File: config.mk
export PLATFORM = sky130hd
export DESIGN_NAME = logic_unit_seq_flat
export DESIGN_NICKNAME = d
export VERILOG_FILES = /design/src/rtl/logic_unit_seq_if.sv /design/src/rtl/logic_unit_seq.sv /design/src/flat_wrapper.sv
export SDC_FILE = /design/constraint.sdc
export NUM_CORES = 1
export LEC_CHECK = 0
export BUFFER_PORTS_ARGS = -buffer_cell sky130_fd_sc_hd__buf_4
export CAP_MARGIN = 25
export CORE_MARGIN = 1
export CORE_UTILIZATION = 33
export CTS_CLUSTER_DIAMETER = 30
export DETAILED_ROUTE_END_ITERATION = 6
export PLACE_DENSITY = 0.58
export SLEW_MARGIN = 20
export SYNTH_ARGS = -nofsm -noshare
export SYNTH_HDL_FRONTEND = slang
export SYNTH_SLANG_ARGS = --single-unit
export TNS_END_PERCENT = 100
File: constraint.sdc
create_clock -name clk -period 5.3 [get_ports clk]
set_clock_uncertainty 0.1 [all_clocks]
set_input_delay 1.06 -clock clk [delete_from_list [all_inputs] [get_ports clk]]
set_output_delay 1.06 -clock clk [all_outputs]
set_load 0.1 [all_outputs]
File: src/rtl/logic_unit_seq_if.sv
`default_nettype none
// ============================================================================
//  Module   : logic_unit_seq_if
//  Brief    : Handshake/data bundle for logic_unit_seq (operand side plus
//             result side, valid/ready on both).
//  Revision : 1.0  initial release
// ============================================================================
interface logic_unit_seq_if #(
  parameter int WIDTH = 8,
  parameter int CNT_W = 8
);
  // Upstream (operand) side
  logic             in_valid;
  logic             in_ready;
  logic [WIDTH-1:0] a;
  logic [WIDTH-1:0] b;
  logic [2:0]       op;
  logic             acc_en;
  logic             acc_clr;
  // Downstream (result) side
  logic             out_valid;
  logic             out_ready;
  logic [WIDTH-1:0] y;
  logic             zero;
  logic             parity;
  logic [WIDTH-1:0] acc;
  logic [CNT_W-1:0] txn_cnt;

  // Source/sink of transactions (testbench or surrounding datapath)
  modport master (
    output in_valid, a, b, op, acc_en, acc_clr, out_ready,
    input  in_ready, out_valid, y, zero, parity, acc, txn_cnt
  );

  // The logic unit itself
  modport slave (
    input  in_valid, a, b, op, acc_en, acc_clr, out_ready,
    output in_ready, out_valid, y, zero, parity, acc, txn_cnt
  );
endinterface
`default_nettype wire

File: src/rtl/logic_unit_seq.sv
`default_nettype none
// ============================================================================
//  Module   : logic_unit_seq
//  Brief    : Registered bitwise logic unit with one-stage valid/ready output
//             register, optional accumulate chaining, zero/parity flags and a
//             wrapping accepted-transaction counter.
//  Revision : 1.0  initial release
// ============================================================================
module logic_unit_seq #(
  parameter int WIDTH = 8,
  parameter int CNT_W = 8
) (
  input wire              clk,
  input wire              rst,
  logic_unit_seq_if.slave bus
);

  localparam logic [2:0] OP_NOT  = 3'd0;
  localparam logic [2:0] OP_AND  = 3'd1;
  localparam logic [2:0] OP_NAND = 3'd2;
  localparam logic [2:0] OP_OR   = 3'd3;
  localparam logic [2:0] OP_NOR  = 3'd4;
  localparam logic [2:0] OP_XOR  = 3'd5;
  localparam logic [2:0] OP_XNOR = 3'd6;
  localparam logic [2:0] OP_PASS = 3'd7;

  logic             out_valid_q, out_valid_d;
  logic [WIDTH-1:0] y_q,         y_d;
  logic             zero_q,      zero_d;
  logic             parity_q,    parity_d;
  logic [WIDTH-1:0] acc_q,       acc_d;
  logic [CNT_W-1:0] cnt_q,       cnt_d;

  logic             in_ready;
  logic             accept;
  logic [WIDTH-1:0] acc_eff;
  logic [WIDTH-1:0] bb;
  logic [WIDTH-1:0] result;

  // Datapath: pick operand B, evaluate the selected bitwise function
  always_comb begin
    acc_eff = bus.acc_clr ? '0 : acc_q;
    bb      = bus.acc_en ? acc_eff : bus.b;
    result  = '0;
    case (bus.op)
      OP_NOT:  result = ~bus.a;
      OP_AND:  result = bus.a & bb;
      OP_NAND: result = ~(bus.a & bb);
      OP_OR:   result = bus.a | bb;
      OP_NOR:  result = ~(bus.a | bb);
      OP_XOR:  result = bus.a ^ bb;
      OP_XNOR: result = ~(bus.a ^ bb);
      OP_PASS: result = bus.a;
      default: result = '0;
    endcase
  end

  // Next-state: a new accept always wins; otherwise drain and/or clear acc.
  // y and flags are only rewritten on accept, so draining leaves them intact.
  always_comb begin
    in_ready    = !out_valid_q || bus.out_ready;
    accept      = bus.in_valid && in_ready;
    out_valid_d = out_valid_q;
    y_d         = y_q;
    zero_d      = zero_q;
    parity_d    = parity_q;
    acc_d       = acc_q;
    cnt_d       = cnt_q;
    if (accept) begin
      out_valid_d = 1'b1;
      y_d         = result;
      zero_d      = (result == '0);
      parity_d    = ^result;
      acc_d       = result;
      cnt_d       = cnt_q + 1'b1;
    end else begin
      if (bus.out_ready) begin
        out_valid_d = 1'b0;
      end
      if (bus.acc_clr) begin
        acc_d = '0;
      end
    end
  end

  // State registers; async reset leaves an empty, zeroed output stage
  always_ff @(posedge clk or posedge rst) begin
    if (rst) begin
      out_valid_q <= 1'b0;
      y_q         <= '0;
      zero_q      <= 1'b1;
      parity_q    <= 1'b0;
      acc_q       <= '0;
      cnt_q       <= '0;
    end else begin
      out_valid_q <= out_valid_d;
      y_q         <= y_d;
      zero_q      <= zero_d;
      parity_q    <= parity_d;
      acc_q       <= acc_d;
      cnt_q       <= cnt_d;
    end
  end

  assign bus.in_ready  = in_ready;
  assign bus.out_valid = out_valid_q;
  assign bus.y         = y_q;
  assign bus.zero      = zero_q;
  assign bus.parity    = parity_q;
  assign bus.acc       = acc_q;
  assign bus.txn_cnt   = cnt_q;

endmodule
`default_nettype wire

File: src/flat_wrapper.sv
// flat-port wrapper written by rule: the top's interface ports become plain ports
module logic_unit_seq_flat 
#(
  parameter int WIDTH = 8,
  parameter int CNT_W = 8
)
  (clk, rst, bus_in_valid, bus_a, bus_b, bus_op, bus_acc_en, bus_acc_clr, bus_out_ready, bus_in_ready, bus_out_valid, bus_y, bus_zero, bus_parity, bus_acc, bus_txn_cnt);
  logic_unit_seq_if #(.WIDTH(WIDTH), .CNT_W(CNT_W)) bus_i ();
  input wire clk;
  input wire rst;
  input wire logic [$bits(bus_i.in_valid)-1:0] bus_in_valid;
  input wire logic [$bits(bus_i.a)-1:0] bus_a;
  input wire logic [$bits(bus_i.b)-1:0] bus_b;
  input wire logic [$bits(bus_i.op)-1:0] bus_op;
  input wire logic [$bits(bus_i.acc_en)-1:0] bus_acc_en;
  input wire logic [$bits(bus_i.acc_clr)-1:0] bus_acc_clr;
  input wire logic [$bits(bus_i.out_ready)-1:0] bus_out_ready;
  output wire logic [$bits(bus_i.in_ready)-1:0] bus_in_ready;
  output wire logic [$bits(bus_i.out_valid)-1:0] bus_out_valid;
  output wire logic [$bits(bus_i.y)-1:0] bus_y;
  output wire logic [$bits(bus_i.zero)-1:0] bus_zero;
  output wire logic [$bits(bus_i.parity)-1:0] bus_parity;
  output wire logic [$bits(bus_i.acc)-1:0] bus_acc;
  output wire logic [$bits(bus_i.txn_cnt)-1:0] bus_txn_cnt;
  assign bus_i.in_valid = bus_in_valid;
  assign bus_i.a = bus_a;
  assign bus_i.b = bus_b;
  assign bus_i.op = bus_op;
  assign bus_i.acc_en = bus_acc_en;
  assign bus_i.acc_clr = bus_acc_clr;
  assign bus_i.out_ready = bus_out_ready;
  assign bus_in_ready = bus_i.in_ready;
  assign bus_out_valid = bus_i.out_valid;
  assign bus_y = bus_i.y;
  assign bus_zero = bus_i.zero;
  assign bus_parity = bus_i.parity;
  assign bus_acc = bus_i.acc;
  assign bus_txn_cnt = bus_i.txn_cnt;
  logic_unit_seq #(.WIDTH(WIDTH), .CNT_W(CNT_W)) u_core (.clk(clk), .rst(rst), .bus(bus_i));
endmodule
# Yosys cells after proc, flatten, opt, wreduce, memory -nomap -nowiden
# Index checks and enable logic that the tools add are counted.
# classes
n_addsub	1
eq_ne	7
mux	6
bitwise	7
n_reduce_logical	7
# ops
cell	count
one-hot mux 8 bit (8 select lines)	1
NOT 8 bit	4
two-way mux 8 bit	3
== test 3 bit (second input constant)	4
adder 8 x 1 -> 8 bit (second input constant)	1
AND 8 bit	1
logical NOT 8 bit	1
bitwise OR 8 bit	1
parity 8 bit	1
bitwise XOR 8 bit	1
== test 3 x 2 -> 1 bit (second input constant)	2
== test 3 x 1 -> 1 bit (second input constant)	1
logical NOT 3 bit	1
two-way mux 1 bit	2
nonzero test 2 bit	1
logical AND 1 bit	1
logical NOT 1 bit	1
logical OR 1 bit	1
# word_totals
ff_bits	27
in_bits	25
output_inout_bits	28

# Depth between registers and ports, before layout
# Gate-level depths: netlist (run 1).
# depth
word_depth	6
mapped_depth	12
depth_no_buf	12

# Worst setup path after synthesis (run 1)
# OpenSTA, ideal clock, no wires.
# synth_path
path_type	input to register
start	input bus_acc_en
end	register u_core.parity_q, in the netlist u_core.bus.parity
setup_time_ps	136
t_arrival_ps	3361
required_ps	5064
setup_slack_ps	1703
path_stages	11
path_buffers	1
path_cell_list	clkbuf_1 -> mux2_2 -> inv_1 -> ha_1 -> mux2_1 -> a222oi_1 -> o31ai_2 -> ha_1 -> xnor2_1 -> xnor2_1 -> o21ai_0
# synth_between
elab_chain_len	5
elab_cells_between_ends	9
# synth_rtl
item	line	source
start, declared	flat_wrapper.sv:15	input wire logic [$bits(bus_i.acc_en)-1:0] bus_acc_en;
two-way mux 8 bit (*)	logic_unit_seq.sv:43	bb = bus.acc_en ? acc_eff : bus.b;
bitwise XOR 8 bit (tied with other cells)	logic_unit_seq.sv:51, logic_unit_seq.sv:52	
NOT 8 bit, on equally long branches	logic_unit_seq.sv:52, logic_unit_seq.sv:48, logic_unit_seq.sv:50	
one-hot mux 8 bit (8 select lines) (*)	logic_unit_seq.sv:45	case (bus.op)
parity 8 bit (*)	logic_unit_seq.sv:73	parity_d = ^result;
end signal, assigned	logic_unit_seq.sv:99	parity_q <= parity_d;
end, declared	logic_unit_seq.sv:30	logic parity_q, parity_d;
# Every way passes the cells marked *; elsewhere a longest branch is shown, timed or not.
# A chain may end at the register's enable or synchronous reset.

# Final worst setup path (run 1)
# layout_path
start	input bus_acc_clr
end	register u_core.parity_q, in the netlist u_core.bus.parity
# layout_between
elab_chain_len	6
elab_cells_between_ends	10
# layout_rtl
item	line	source
start, declared	flat_wrapper.sv:16	input wire logic [$bits(bus_i.acc_clr)-1:0] bus_acc_clr;
two-way mux 8 bit (*)	n/a	
two-way mux 8 bit (*)	logic_unit_seq.sv:43	
bitwise XOR 8 bit (tied with other cells)	logic_unit_seq.sv:51, logic_unit_seq.sv:52	
NOT 8 bit, on equally long branches	logic_unit_seq.sv:52, logic_unit_seq.sv:48, logic_unit_seq.sv:50	
one-hot mux 8 bit (8 select lines) (*)	logic_unit_seq.sv:45	
parity 8 bit (*)	logic_unit_seq.sv:73	
# Marks and branches as above.

==> results of run 1 <==
==> stage by stage <==
| stage | hold WS, ns | setup WS, ns | instances | cell area, sq um |
|---|---|---|---|---|
| after global placement | 0.358 | 1.68 | 369 | 2650 |
| after detailed placement | 0.367 | 1.63 | 369 | 2650 |
| after CTS | 0.379 | 1.91 | 373 | 2700 |
| final | 0.377 | 1.94 | 374 | 2710 |
| after floorplan | 0.593 | 1.70 | 254 | 2250 |
| after global routing | 0.393 | 1.74 | 374 | 2710 |
==> where the power goes <==
part	internal (mW)	switching [mW]	total, mW
Clock	0.0537	0.0583	0.112
Sequential	0.254	0.0458	0.300
Combinational	0.165	0.495	0.660
Total	0.472	0.599	1.07
==> kinds of logic (layout without fill, tap and decap cells) <==
kind of cell | count (synthesis) | after routing | synth area share [%]
buf+inv | 39 | 82 | 7.90
simple gates | 91 | 91 | 20.3
fa+ha+maj | 21 | 21 | 11.7
xor+xnor | 10 | 10 | 3.90
flops | 27 | 27 | 30.1
compound gates | 51 | 51 | 18.6
mux | 15 | 15 | 7.51
==> layout by cell type, fill, tap and decap left out, types with 2 or more instances in the layout <==
master,netlist,routed
o21ai_1,12,12
inv_2,3,4
a222oi_1,4,4
a211oi_1,10,10
and4_1,3,3
inv_1,22,21
xnor2_1,7,7
nor3_1,5,5
buf_4,5,52
mux2i_1,3,3
nand2b_1,4,4
nand4_1,3,3
o21ai_0,2,2
or3_1,2,2
nand3_1,7,7
mux2_1,3,3
xor2_1,3,3
nor2b_1,15,15
o31ai_2,5,5
dfrtp_1,26,26
nand2_1,40,40
a21oi_1,3,3
ha_1,21,21
and2_1,2,2
mux2_2,8,8
o211a_1,2,2
clkbuf_8,0,3
nor2_1,6,6
==> flip-flops by register name, indices dropped and copies added, names as in the netlist <==
name and flops:
u_core.bus.out_valid 1, u_core.bus.txn_cnt 8, u_core.bus.zero 1, u_core.bus.acc 8
u_core.bus.y 8, u_core.bus.parity 1
==> how the worst max path moves through the flow <==
stage / start / to / slack (ns) / depth (start not counted)
6_report: bus_acc_clr / u_core.bus.parity / 1.94 / 12
3_5_place_dp: bus_acc_en / u_core.bus.parity / 1.63 / 11
2_1_floorplan: bus_acc_en / u_core.bus.parity / 1.70 / 11
4_1_cts: bus_acc_clr / u_core.bus.parity / 1.91 / 12
3_3_place_gp: bus_acc_clr / u_core.bus.parity / 1.68 / 12
5_1_grt: bus_acc_clr / u_core.bus.parity / 1.74 / 12
==> worst max-delay path, stage by stage <==
cell and delay (ns):
buf_4 0.14, nor2b_1 0.15, mux2_2 0.20, inv_1 0.05, ha_1 0.28, mux2_4 0.26, a222oi_1 0.36, o31ai_2 0.19
ha_1 0.33, xnor2_1 0.18, xnor2_1 0.14, o21ai_0 0.09
==> routing by layer <==
layer / routed length [um] / share of wire, %
met5: 0 / 0
met3: 241 / 4.5
met4: 71 / 1.3
met1: 2590 / 49
met2: 2410 / 45
==> layout make-up <==
cell class	count	area share, %
tap	77	3.55
inverter	25	3.46
timing repair buffer	53	15.0
sequential	27	25.0
multi-input combinational	188	51.4
clock buffer	4	1.66
==> impl_metrics.json, run 1 <==
{
  "antenna_violations_before_repair": 0,
  "worstSetupPathType": "input pin to flop",
  "clock_tree_buffer_depth": 2,
  "wl_per_cell_um": 14.2,
  "critical_path_peak_fanout": 8,
  "synth.top_cells.by_area": "dfrtp_1 (29%), ha_1 (12%), nand2_1 (6.7%)",
  "cp.arrival_ns": 3.41,
  "syn_area_per_cell_sq_um": 8.85,
  "synth_top_area_cell": "dfrtp_1",
  "crit-reg2reg-capture": "u_core.bus.parity",
  "most_frequent_cell_after_synthesis": "nand2_1",
  "worst_slew_pin_slew_ns": 0.550,
  "die_width_um": 84.5,
  "globalRouteOverflowTotal": 0,
  "synth_edf_count": 0,
  "power_density_nw_per_um2": 395,
  "worstHoldStart": "u_core.bus.txn_cnt[7]",
  "end_kind": "flop",
  "portBuffers": 52,
  "timing.final.crit_share_pct": 63.4,
  "hold_path_end": "u_core.bus.txn_cnt[7]",
  "post-cts-setup-buffers": 0,
  "detail_route.drc_violations": 12,
  "timing.rr.start": "u_core.bus.acc[2]",
  "syn_to_final_growth_pct": 20.6,
  "netlist_area_sq_um": 2250,
  "post_drt_via_cell_ratio": 5.20,
  "worstHoldPathType": "flop to flop",
  "holdPathStages": 1,
  "synth_cell_type_count": 49,
  "drt_pre_antenna_iters": 6,
  "vias_in_the_first_global_route": 1805,
  "failed_checks": "DRC",
  "async_sr_flop_fraction_pct": 100,
  "syn_inst": 254,
  "clock_tree.htree_level_count": 1,
  "num_antenna_cells": 0,
  "total_area_of_multi_input_combinational_cells_sq_um": 1390,
  "top_usage_layer": "met2",
  "start_util_pct": 34.8,
  "die_area_sq_um": 7150,
  "maxSlewHeadroom_pct": 63.3,
  "die_h_um": 84.5,
  "use_met2_pct": 23.4,
  "route.vias.total": 1946,
  "finalNetCount": 344,
  "design.core.area_sq_um": 6460,
  "track_usage_pct": 15.5,
  "grt_use_met3_pct": 1.28,
  "tritoncts": "done",
  "grtUsageMet1_pct": 23.2,
  "tritoncts.num_buffers": 3,
  "cp.required_ns": 5.35,
  "static_leakage_power_nw": 1.29,
  "wl_um": 5310,
  "num_io_pins": 53,
  "drt_iter0_drc": 92,
  "final_layout_size_suffix_gt1_share_pct": 26.9,
  "clock_sinks": 27,
  "clock_latency_ns": 0.26,
  "grt_max_degree": 34,
  "finalCriticalPeriod_ns": 3.36,
  "synth_fp_nets": 300,
  "cts_resizes": 0,
  "timing_hold_violations_final": 0,
  "final.fill_count": 689,
  "final_core_utilization_pct": 42.0,
  "worstSetupStartpointType": "input pin",
  "r2r_slack_ns": 2.43,
  "rsz0062_at_grt": "no",
  "clock_tree.root_cell": "clkbuf_8",
  "setup_viol_count_final": 0,
  "cts_hold_buf": 0,
  "totalPowerFinal_mw": 1.07,
  "drv.max_cap_violation_count": 0,
  "run_status": "complete, but fails checks",
  "yosysWarningCount": 0,
  "dominantRegCellSynth": "dfrtp_1",
  "reg2regPathDepth": 11,
  "place.detailed.hpwl_um": 4130,
  "ys_top_cells_by_count": "nand2_1 (40), dfrtp_1 (26), inv_1 (22)",
  "flip_flop_and_latch_count_after_synthesis": 27,
  "vdd_drop_max_uv": 111,
  "achievable_clock_frequency_mhz": 298,
  "timing_max_transition_violations_final": 0,
  "synth.top_cell.area_share_pct": 28.9,
  "grt_pass1_wl_um": 8980,
  "drt.antenna.violating_nets": 0,
  "seq_area_frac_synth_pct": 30.1,
  "final-seq-area_sq_um": 677,
  "clk_transition_reported_paths_ns": 0.09,
  "finalSetupTns_ns": 0,
  "finalWeightedCongestion": 0.775,
  "rows": 29
}
(Power assumes the default switching activity.)
==> inputs of run 2 (changes only) <==
--- a/config.mk
+++ b/config.mk
@@ -11,7 +11,7 @@
 export CORE_UTILIZATION = 33
 export CTS_CLUSTER_DIAMETER = 30
 export DETAILED_ROUTE_END_ITERATION = 6
-export PLACE_DENSITY = 0.58
+export PLACE_DENSITY = 0.6
 export SLEW_MARGIN = 20
 export SYNTH_ARGS = -nofsm -noshare
 export SYNTH_HDL_FRONTEND = slang
==> constraint.sdc (replaced) <==
create_clock -name clk -period 2.7 [get_ports clk]
set_clock_uncertainty 0.1 [all_clocks]
set_input_delay 0.54 -clock clk [delete_from_list [all_inputs] [get_ports clk]]
set_output_delay 0.54 -clock clk [all_outputs]
set_load 0.1 [all_outputs]
==> run 2 against run 1 <==
  * The flow finishes with violations (DRC, setup timing)
  * Sequential power is 98% higher
  * Sequential cell count stayed put
  * Core utilization is 5.6 points higher
==> impl_metrics.json, run 2 (same netlist as run 1, synthesis figures left out) <==
{
  "run_status": "complete, but fails checks",
  "failed_checks": "DRC, setup timing",
  "layout_common_cells": "buf_4 (85), nand2_1 (40), inv_1 (19)",
  "post_drt_via_cell_ratio": 5.03,
  "die_h_um": 84.5,
  "antenna_violations_before_repair": 0,
  "critPathLaunch": "u_core.bus.acc[0]",
  "timing_hold_violations_final": 0,
  "clk_transition_reported_paths_ns": 0.09,
  "tritoncts": "done",
  "clock_tree_buffer_depth": 2,
  "setup_viol_count_final": 1,
  "cp.required_ns": 2.76,
  "num_io_pins": 53,
  "end_kind": "flop",
  "finalCriticalPeriod_ns": 2.88,
  "drv.max_cap_violation_count": 0,
  "worstSetupPathType": "flop to flop",
  "drt_pre_antenna_iters": 6,
  "worst_slew_pin_slew_ns": 0.648,
  "fin_hold_ws_ns": 0.254,
  "maxSlewHeadroom_pct": 56.8,
  "portBuffers": 52,
  "timing_max_transition_violations_final": 0,
  "detail_route.drc_violations": 10,
  "achievable_clock_frequency_mhz": 347,
  "timing.rr.start": "u_core.bus.acc[0]",
  "final_common_cell": "buf_4",
  "final_layout_size_suffix_gt1_share_pct": 41.0,
  "finalNetCount": 376,
  "worstSetupStartpointType": "flop",
  "timing.final.crit_share_pct": 107,
  "grt_max_degree": 30,
  "rows": 29,
  "vias_in_the_first_global_route": 1938,
  "drt.antenna.violating_nets": 0,
  "wl_per_cell_um": 13.8,
  "place.detailed.hpwl_um": 4440,
  "die_area_sq_um": 7150,
  "setup_slack_placement_ns": -0.377,
  "cts_hold_buf": 0,
  "clock_tree.root_cell": "clkbuf_8",
  "critical_path_peak_fanout": 2,
  "grt_pass1_wl_um": 9440,
  "die_width_um": 84.5,
  "tritoncts.num_buffers": 3,
  "cp.arrival_ns": 2.94,
  "wl_um": 5620,
  "clock_latency_ns": 0.27,
  "finalWeightedCongestion": 0.748,
  "finalSetupTns_ns": -0.182,
  "route.vias.total": 2041,
  "start_util_pct": 34.8,
  "vdd_drop_max_uv": 287,
  "clock_tree.htree_level_count": 1,
  "num_antenna_cells": 0,
  "rsz0062_at_grt": "yes",
  "clock_sinks": 27,
  "globalRouteOverflowTotal": 0,
  "worstHoldPathType": "input pin to asynchronous set/reset pin",
  "final.fill_count": 652,
  "design.core.area_sq_um": 6460,
  "track_usage_pct": 15.9,
  "syn_to_final_growth_pct": 36.6,
  "static_leakage_power_nw": 1.48,
  "power_density_nw_per_um2": 723,
  "drt_iter0_drc": 91,
  "finalWorstSetupSlack_ns": -0.182,
  "totalPowerFinal_mw": 2.22
}
-- run 2: cell count changes in the layout (fill, tap and decap cells not counted), sizes merged --
cell    change
buf        +32
clkinv      +1
clkbuf      -1
-- run 2: cell type report --
| type | instances | area [sq um] | area share [%] |
|---|---|---|---|
| clock inverters | 1 | 5.00 | 0.163 |
| repair buffers | 85 | 638 | 20.8 |
| clock buffers | 3 | 41.3 | 1.34 |
| well taps | 77 | 96.3 | 3.14 |
| multi-input cells | 188 | 1500 | 48.8 |
| inverters | 25 | 93.8 | 3.05 |
| flip-flops and latches | 27 | 699 | 22.8 |
-- run 2: metrics by stage --
stage               utilization [%]  cells  instance area, sq um
global placement               45.8    399                  2960
detailed placement             45.8    399                  2960
global route                   47.6    406                  3070
floorplan                         -    254                  2340
finish                         47.6    406                  3070
CTS                            46.9    404                  3030
-- run 2: critical path, cell delays in order, from the launching register on --
cell,delay (ns)
dfrtp_4,0.48
nor2b_4,0.13
mux2_4,0.28
inv_2,0.07
ha_4,0.19
mux2_4,0.25
a222oi_1,0.37
o31ai_2,0.17
ha_1,0.35
xnor2_2,0.17
xnor2_1,0.13
o21ai_1,0.08
-- run 2: what timing repair did --
item                                    4_1_cts  5_1_grt
pin swaps                                    10        6
buffers inserted                              1        2
resized for setup                             5        3
endpoints found under the setup margin        1        2
-- run 2: report_power, final --
| part | internal, mW | switching [mW] | total (mW) |
|---|---|---|---|
| Combinational | 0.403 | 0.996 | 1.40 |
| Clock | 0.103 | 0.124 | 0.227 |
| Sequential | 0.505 | 0.0886 | 0.594 |
| Total | 1.01 | 1.21 | 2.22 |
-- run 2: worst paths after layout --
path                       slack, ns               endpoint  cells after the start
min in group clk                0.37  u_core.bus.txn_cnt[7]                      1
max in group asynchronous       1.61        u_core.bus.zero                      3
max reg2reg                    -0.18      u_core.bus.parity                     11
max                            -0.18      u_core.bus.parity                     11
min reg2reg                     0.37  u_core.bus.txn_cnt[7]                      1
min                             0.25        u_core.bus.y[2]                      2
-- run 2: routing by layer --
metal,up-vias,GRT usage (%),share of wire (%)
met4,0,2.31,0
met3,0,1.08,3.6
met1,953,22.9,49
li1,1045,-,-
met2,43,26.8,47
met5,-,0,0
